===== src/rtl/flash_read_scheduler.sv =====
// Sequences one flash read per address FIFO entry: pop, launch SPI read, present byte, hold.
// Optional WAIT watchdog is compiled in with `define SCHED_TIMEOUT_EN.
module flash_read_scheduler #(
    parameter int unsigned HOLD_CYCLES    = 1000,
    parameter int unsigned TIMEOUT_CYCLES = 4096
) (
    input  logic       clk,
    input  logic       rst,
    input  logic       fifo_empty,
    output logic       fifo_rd_en,
    input  logic [7:0] fifo_rd_data,
    input  logic       spi_busy,
    output logic       spi_start,
    output logic [7:0] spi_addr,
    input  logic       spi_done,
    input  logic [7:0] spi_data,
    input  logic       pause,
    output logic [7:0] disp_data,
    output logic       disp_valid,
    output logic       busy,
    output logic [7:0] rd_count,
    output logic       err_timeout
);

    typedef enum logic [2:0] {
        StIdle,
        StPop,
        StFetch,
        StLaunch,
        StWait,
        StHold
    } state_e;

    // A zero hold length still spends one clock in HOLD.
    localparam int unsigned HoldLast = (HOLD_CYCLES == 0) ? 0 : HOLD_CYCLES - 1;

    state_e      state_q, state_d;
    logic        fifo_rd_en_q, fifo_rd_en_d;
    logic        spi_start_q, spi_start_d;
    logic [7:0]  spi_addr_q, spi_addr_d;
    logic [7:0]  disp_data_q, disp_data_d;
    logic        disp_valid_q, disp_valid_d;
    logic        busy_q, busy_d;
    logic [7:0]  rd_count_q, rd_count_d;
    logic [31:0] hold_cnt_q, hold_cnt_d;

`ifdef SCHED_TIMEOUT_EN
    localparam int unsigned TimeoutLast = (TIMEOUT_CYCLES == 0) ? 0 : TIMEOUT_CYCLES - 1;

    logic [31:0] wd_cnt_q, wd_cnt_d;
    logic        err_timeout_q, err_timeout_d;
`endif

    always_ff @(posedge clk or negedge rst) begin
        if (!rst) begin
            state_q      <= StIdle;
            fifo_rd_en_q <= 1'b0;
            spi_start_q  <= 1'b0;
            spi_addr_q   <= 8'h00;
            disp_data_q  <= 8'h00;
            disp_valid_q <= 1'b0;
            busy_q       <= 1'b0;
            rd_count_q   <= 8'h00;
            hold_cnt_q   <= 32'd0;
        end else begin
            state_q      <= state_d;
            fifo_rd_en_q <= fifo_rd_en_d;
            spi_start_q  <= spi_start_d;
            spi_addr_q   <= spi_addr_d;
            disp_data_q  <= disp_data_d;
            disp_valid_q <= disp_valid_d;
            busy_q       <= busy_d;
            rd_count_q   <= rd_count_d;
            hold_cnt_q   <= hold_cnt_d;
        end
    end

`ifdef SCHED_TIMEOUT_EN
    always_ff @(posedge clk or negedge rst) begin
        if (!rst) begin
            wd_cnt_q      <= 32'd0;
            err_timeout_q <= 1'b0;
        end else begin
            wd_cnt_q      <= wd_cnt_d;
            err_timeout_q <= err_timeout_d;
        end
    end
`endif

    // Pulse outputs are set on the transition edge so they are high for the state's cycle.
    always_comb begin
        state_d       = state_q;
        fifo_rd_en_d  = 1'b0;
        spi_start_d   = 1'b0;
        spi_addr_d    = spi_addr_q;
        disp_data_d   = disp_data_q;
        disp_valid_d  = 1'b0;
        rd_count_d    = rd_count_q;
        hold_cnt_d    = hold_cnt_q;
`ifdef SCHED_TIMEOUT_EN
        wd_cnt_d      = wd_cnt_q;
        err_timeout_d = err_timeout_q;
`endif
        unique case (state_q)
            StIdle: begin
                if (!fifo_empty && !pause) begin
                    state_d      = StPop;
                    fifo_rd_en_d = 1'b1;
                end
            end
            StPop: begin
                state_d = StFetch;
            end
            StFetch: begin
                spi_addr_d = fifo_rd_data;
                state_d    = StLaunch;
            end
            StLaunch: begin
                if (!spi_busy) begin
                    spi_start_d = 1'b1;
                    state_d     = StWait;
`ifdef SCHED_TIMEOUT_EN
                    wd_cnt_d    = 32'd0;
`endif
                end
            end
            StWait: begin
                // A completion on the final watchdog cycle takes priority over the timeout.
                if (spi_done) begin
                    disp_data_d   = spi_data;
                    disp_valid_d  = 1'b1;
                    rd_count_d    = rd_count_q + 8'd1;
                    hold_cnt_d    = 32'd0;
                    state_d       = StHold;
                end
`ifdef SCHED_TIMEOUT_EN
                else if (wd_cnt_q == TimeoutLast) begin
                    err_timeout_d = 1'b1;
                    disp_data_d   = 8'h3F;
                    disp_valid_d  = 1'b1;
                    hold_cnt_d    = 32'd0;
                    state_d       = StHold;
                end else begin
                    wd_cnt_d      = wd_cnt_q + 32'd1;
                end
`endif
            end
            StHold: begin
                if (hold_cnt_q == HoldLast) begin
                    state_d = StIdle;
                end else begin
                    hold_cnt_d = hold_cnt_q + 32'd1;
                end
            end
            default: begin
                state_d = StIdle;
            end
        endcase
        busy_d = (state_d != StIdle);
    end

    assign fifo_rd_en = fifo_rd_en_q;
    assign spi_start  = spi_start_q;
    assign spi_addr   = spi_addr_q;
    assign disp_data  = disp_data_q;
    assign disp_valid = disp_valid_q;
    assign busy       = busy_q;
    assign rd_count   = rd_count_q;
`ifdef SCHED_TIMEOUT_EN
    assign err_timeout = err_timeout_q;
`else
    assign err_timeout = 1'b0;
`endif

endmodule


===== config.mk =====
export PLATFORM = sky130hd
export DESIGN_NAME = flash_read_scheduler
export DESIGN_NICKNAME = d
export VERILOG_FILES = /design/src/rtl/flash_read_scheduler.sv
export SDC_FILE = /design/constraint.sdc
export NUM_CORES = 1
export LEC_CHECK = 0
export CAP_MARGIN = 20
export CORE_ASPECT_RATIO = 0.75
export CORE_UTILIZATION = 43
export DETAILED_ROUTE_END_ITERATION = 7
export PLACE_DENSITY = 0.68
export SETUP_SLACK_MARGIN = 0.1
export SLEW_MARGIN = 20
export SYNTH_ARGS = -nofsm -noshare
export SYNTH_HDL_FRONTEND = slang
export SYNTH_SLANG_ARGS = --single-unit

===== constraint.sdc =====
create_clock -name clk -period 1.95 [get_ports clk]
set_clock_uncertainty 0.2 [all_clocks]
set_input_delay 0.39 -clock clk [delete_from_list [all_inputs] [get_ports clk]]
set_output_delay 0.39 -clock clk [all_outputs]
set_load 0.02 [all_outputs]

## Word-level counts from Yosys, hierarchy flattened

Index checks and enable logic that the tools add are counted.
Widths: inputs -> output; s select.

- Bits in registers: 63
- Latch bits: 0
- Memory bits (writable): 0
- ROM bits: 0
- Bits of input ports: 22
- Output and inout port bits: 29
- Word-level logic and storage cells: 41
- Memories kept: 0

- Add/subtract/negate cells: 2
- Multipliers: 0
- Div/mod/pow operators: 0
- $lt $le $gt $ge: 0
- Eq/ne operators: 8
- Shift operators: 0
- Mux-type cells: 14
- Bitwise logic cells: 0
- Reductions and logical operators: 8

Operators by type and width:

| cell | number |
|---|---|
| $mux 32 | 2 |
| $pmux 32 s2 | 1 |
| $add 32x1->32 const B | 1 |
| $eq 32x10->1 const B | 1 |
| $pmux 3 s6 | 1 |
| $mux 3 | 4 |
| $add 8x1->8 const B | 1 |
| $eq 3x2->1 const B | 2 |
| $eq 3x3->1 const B | 2 |
| $mux 1 | 6 |
| $ne 2x2->1 const B | 2 |
| $eq 3x1->1 const B | 1 |
| $logic_not 3->1 | 1 |
| $reduce_and 3->1 | 1 |
| $reduce_bool 3->1 | 1 |
| $logic_not 1->1 | 2 |
| $reduce_and 2->1 | 1 |
| $reduce_bool 2->1 | 1 |
| $logic_and 1x1->1 | 1 |

## Depth between registers and ports, before layout

- Depth after elaboration: 5
- Mapped depth: 7
- Gate-level depth less buffers: 6

## Worst setup path after synthesis

No wires, ideal clock.

- Kind: register to register
- From: register hold_cnt_q[0]
- To: register hold_cnt_q[3]
- Setup time: 0.095 ns
- Arrival: 1.706 ns
- Required time: 1.655 ns
- Slack: -0.052 ns
- Stages on the path, launching flop included: 8
- Buffers on the path: 1
- Period minus slack after synthesis: 2.002 ns
- Cells stage by stage: dfrtp_1 -> ha_1 -> nor4bb_1 -> nand4_1 -> o21ai_1 -> buf_2 -> o211ai_1 -> o31ai_1

- Longest elaborated chain between the ends: 3
- Elaborated cells between the ends (all ways): 6
- Classes of those cells: add/sub: 1; eq/ne: 2; mux: 2; reduce/logical: 1

Ends and longest elaborated chain:

| element | line | source |
|---|---|---|
| start: declaration | 45 | `logic [31:0] hold_cnt_q, hold_cnt_d;` |
| start signal: assignment | 74 | `hold_cnt_q <= hold_cnt_d;` |
| $add 32x1->32 or $eq 32x10->1 (tied branches) | 152, 149 |  |
| $mux 32 or $ne 2x2->1 (tied branches) | n/a |  |
| $pmux 32 s2 or $reduce_and 3->1 (tied branches) | n/a |  |

Parallel ways exist; a longest one is shown, timed or not. The select of a mux whose other input is x is not followed.
A chain may end at the register's enable or synchronous reset.

## Worst setup path in the final report

- From: register hold_cnt_q[10]
- To: register hold_cnt_q[22]

Same word-level chain as after synthesis.

==> impl_results.md <==
- Run status: complete, but fails checks
- Failing checks: DRC, setup timing
- 1st-pass router iterations: 7
- Antenna Nets Post-Route: 0
- RD Place Congestion: 0.818
- Routed via count: 2560
- Cell area after placement: 0.00386 sq mm
- Via/cell ratio: 5.30
- Crit-path max FO: 6
- CTS tree: done
- Cell Rows: 25
- Yosys cell types: 44
- Tcrit/Tclk final: 1.03
- Vias in the first global route: 2527
- Max Fclk: 500 MHz
- Crit Path Class: flip-flop to flip-flop
- Part of the power in combinational logic: 0.407
- DIE WIDTH: 97.6 microns
- Fillers: 524
- CP Launch Point: hold_cnt_q[10]
- Final Max Slew Viols: 0
- Worst path arrival time: 2.07 ns
- Total GRT Usage: 0.215
- PortBufs: 49
- RSZ-0062 raised after global routing: true
- Final setup viols: 4
- DRT Wirelength: 7400 microns
- Sink Count: 63
- Hpwl dp: 4830 microns
- Most frequent cells in the layout: dfrtp_1, buf_4, nand2_1, dlygate4sd2_1, nor2_1
- Final #Nets: 421
- Share of cells above drive strength 1: 0.274
- HP Class: flip-flop to flip-flop
- Mean Syn Cell Area: 10.2 sq um
- Clock Latency Late Sink: 0.34 ns
- Post-synth EDFFs: 0
- P_leak: 1.98 nW
- H-tree levels: 3
- Pin count of the biggest net entering global routing: 64
- Starting Density: 0.455
- Core box area: 0.00647 sq mm
- Initial antenna violation count: 0
- Synth async-reset ratio: 1.00
- Final Hold Fails: 0
- Max VDD drop: 0.000788 V
- Worst Setup Start Kind: flip-flop
- Syn Inst Count: 290
- Seq pwr share: 0.401
- PwrDens: 1370 mW/mm^2
- CP endpoint kind: flip-flop
- Yosys warns: 0
- ANT cells: 0
- First-pass GRT wire length: 12000 microns
- Setup TNS: -0.131 ns
- DIE AREA: 0.00719 sq mm
- Tmin final: 2.00 ns
- Detailed Route Iter0 Violations: 126
- Number of I/O pins: 51
- Hold Path Origin: rd_count[7]
- Post-Syn Area: 0.00295 sq mm
- Worst-path clk slew: 0.07 ns
- Clock Path Buffers: 2
- Wire per inst: 15.3 microns
- Die extent in y: 73.7 microns
- Ys flop type: dfrtp_1
- Synth Register Bits: 63
- Switching Power: 2.23 mW
- Root Buffer: clkbuf_8
- Syn_nets: 314
- Internal: 3.68 mW
- Worst r2r src: hold_cnt_q[10]
- Max Cap Viol: 0
- Switch share: 0.377
- Synthesis-to-finish area growth: 46.6%
- Final WS setup: -0.0513 ns
- Inserted Clock Buffers: 9
- Post-route cell area: 0.00432 sq mm
- Seq/Total Area, Yosys: 0.535
- Most common cell after layout, fill and taps aside: dfrtp_1
- Worst path required time: 2.02 ns
- DRC: 2
- Clk pwr share: 0.192
- Gr ovfl total: 0
==> through the flow <==
| step | std cells | hold slack (ns) | worst slack, ns | utilization | total power, mW |
|---|---|---|---|---|---|
| global route | 483 | 0.317 | -0.108 | 0.668 | 6.28 |
| finish | 483 | 0.264 | -0.0513 | 0.668 | 5.91 |
| CTS | 479 | 0.271 | -0.0381 | 0.642 | 5.73 |
| detailed placement | 452 | 0.228 | -0.0363 | 0.596 | 4.63 |
| global placement | 452 | 0.232 | -0.0145 | 0.596 | 4.58 |
| floorplan | 290 | -0.106 | -0.0212 | - | 3.50 |
==> power groups by stage <==
stage          Sequential [mW]  Clock [mW]  Combinational, mW
6_report                  2.37        1.13               2.41
5_1_grt                   2.45        1.21               2.62
4_1_cts                   2.31        1.16               2.26
3_5_place_dp              2.35           0               2.28
3_3_place_gp              2.33           0               2.25
2_1_floorplan             2.58           0              0.921
==> state kept, by name, summed over array words and instances (netlist names) <==
register,cells
disp_data,8
busy,1
spi_addr,8
hold_cnt_q,32
disp_valid,1
spi_start,1
fifo_rd_en,1
state_q,3
rd_count,8
==> worst paths after layout <==
check,cells past startpoint,slack (ns),end
max,7,-0.05,hold_cnt_q[22]
min,1,0.26,rd_count[7]
max reg2reg,7,-0.05,hold_cnt_q[22]
min reg2reg,1,0.26,rd_count[7]
max in group asynchronous,3,0.84,hold_cnt_q[10]
min in group asynchronous,3,0.38,hold_cnt_q[27]
==> kinds of logic (layout without fill, tap and decap cells) <==
logic type      after synthesis  after routing  share of synthesized area
buf+inv                      15            127                     0.0212
other cells                   1              1                    0.00127
mux                          10             10                     0.0374
compound gates               33             33                     0.0734
xor+xnor                     24             24                     0.0713
simple gates                142            142                      0.252
fa+ha+maj                     2              2                    0.00849
flops                        63             63                      0.535
==> layout make-up <==
cell class                      instances  area [sq um]  area share
Inverter                                6          22.5     0.00521
Clock buffer                           10           138      0.0318
Timing Repair Buffer                  105           953       0.221
Sequential cell                        63          1580       0.365
Clock inverter                          6          60.1      0.0139
Multi-Input combinational cell        212          1470       0.340
Tap cell                               81           101      0.0234
==> worst max-delay path, cell delays in order (launching register included) <==
cell and delay, ns:
dfrtp_2 0.40, buf_6 0.11, nand3_4 0.08, nor4_4 0.31
buf_4 0.18, o2111ai_4 0.14, or3_4 0.39, a21oi_2 0.12
==> repair_timing <==
action                                 4_1_cts  5_1_grt
setup endpoints to repair                   49       29
pin swaps                                   11       19
buffers inserted                            10        5
endpoints found under the hold margin       63        0
resized for setup                           37       28
hold buffers                                 1        0
==> cells in the mapped netlist, types with 3 or more instances <==
cell type / count / area (sq um)
and4_1: 3 / 26.3
inv_1: 5 / 18.8
and3_1: 4 / 25.0
o21ai_0: 8 / 40.0
nor3_1: 4 / 20.0
xnor2_1: 8 / 70.1
o31ai_1: 5 / 37.5
clkbuf_1: 4 / 15.0
xor2_1: 16 / 140
nand3_1: 18 / 90.1
nor4_1: 5 / 31.3
nand2_1: 42 / 158
o211ai_1: 6 / 45.0
dfrtp_1: 63 / 1580
or3_1: 7 / 43.8
nand2b_1: 5 / 31.3
nand4_1: 15 / 93.8
nor2_1: 26 / 97.6
a21oi_1: 8 / 40.0
mux2_2: 8 / 90.1
==> per-layer routing <==
| layer | track usage | vias to the layer above | share of wire |
|---|---|---|---|
| li1 | - | 1242 | - |
| met1 | 0.294 | 1235 | 0.48 |
| met2 | 0.333 | 78 | 0.45 |
| met3 | 0.0771 | 5 | 0.066 |
| met4 | 0.0387 | 0 | 0.0043 |
| met5 | 0 | - | 0 |
(Power assumes the default switching activity.)
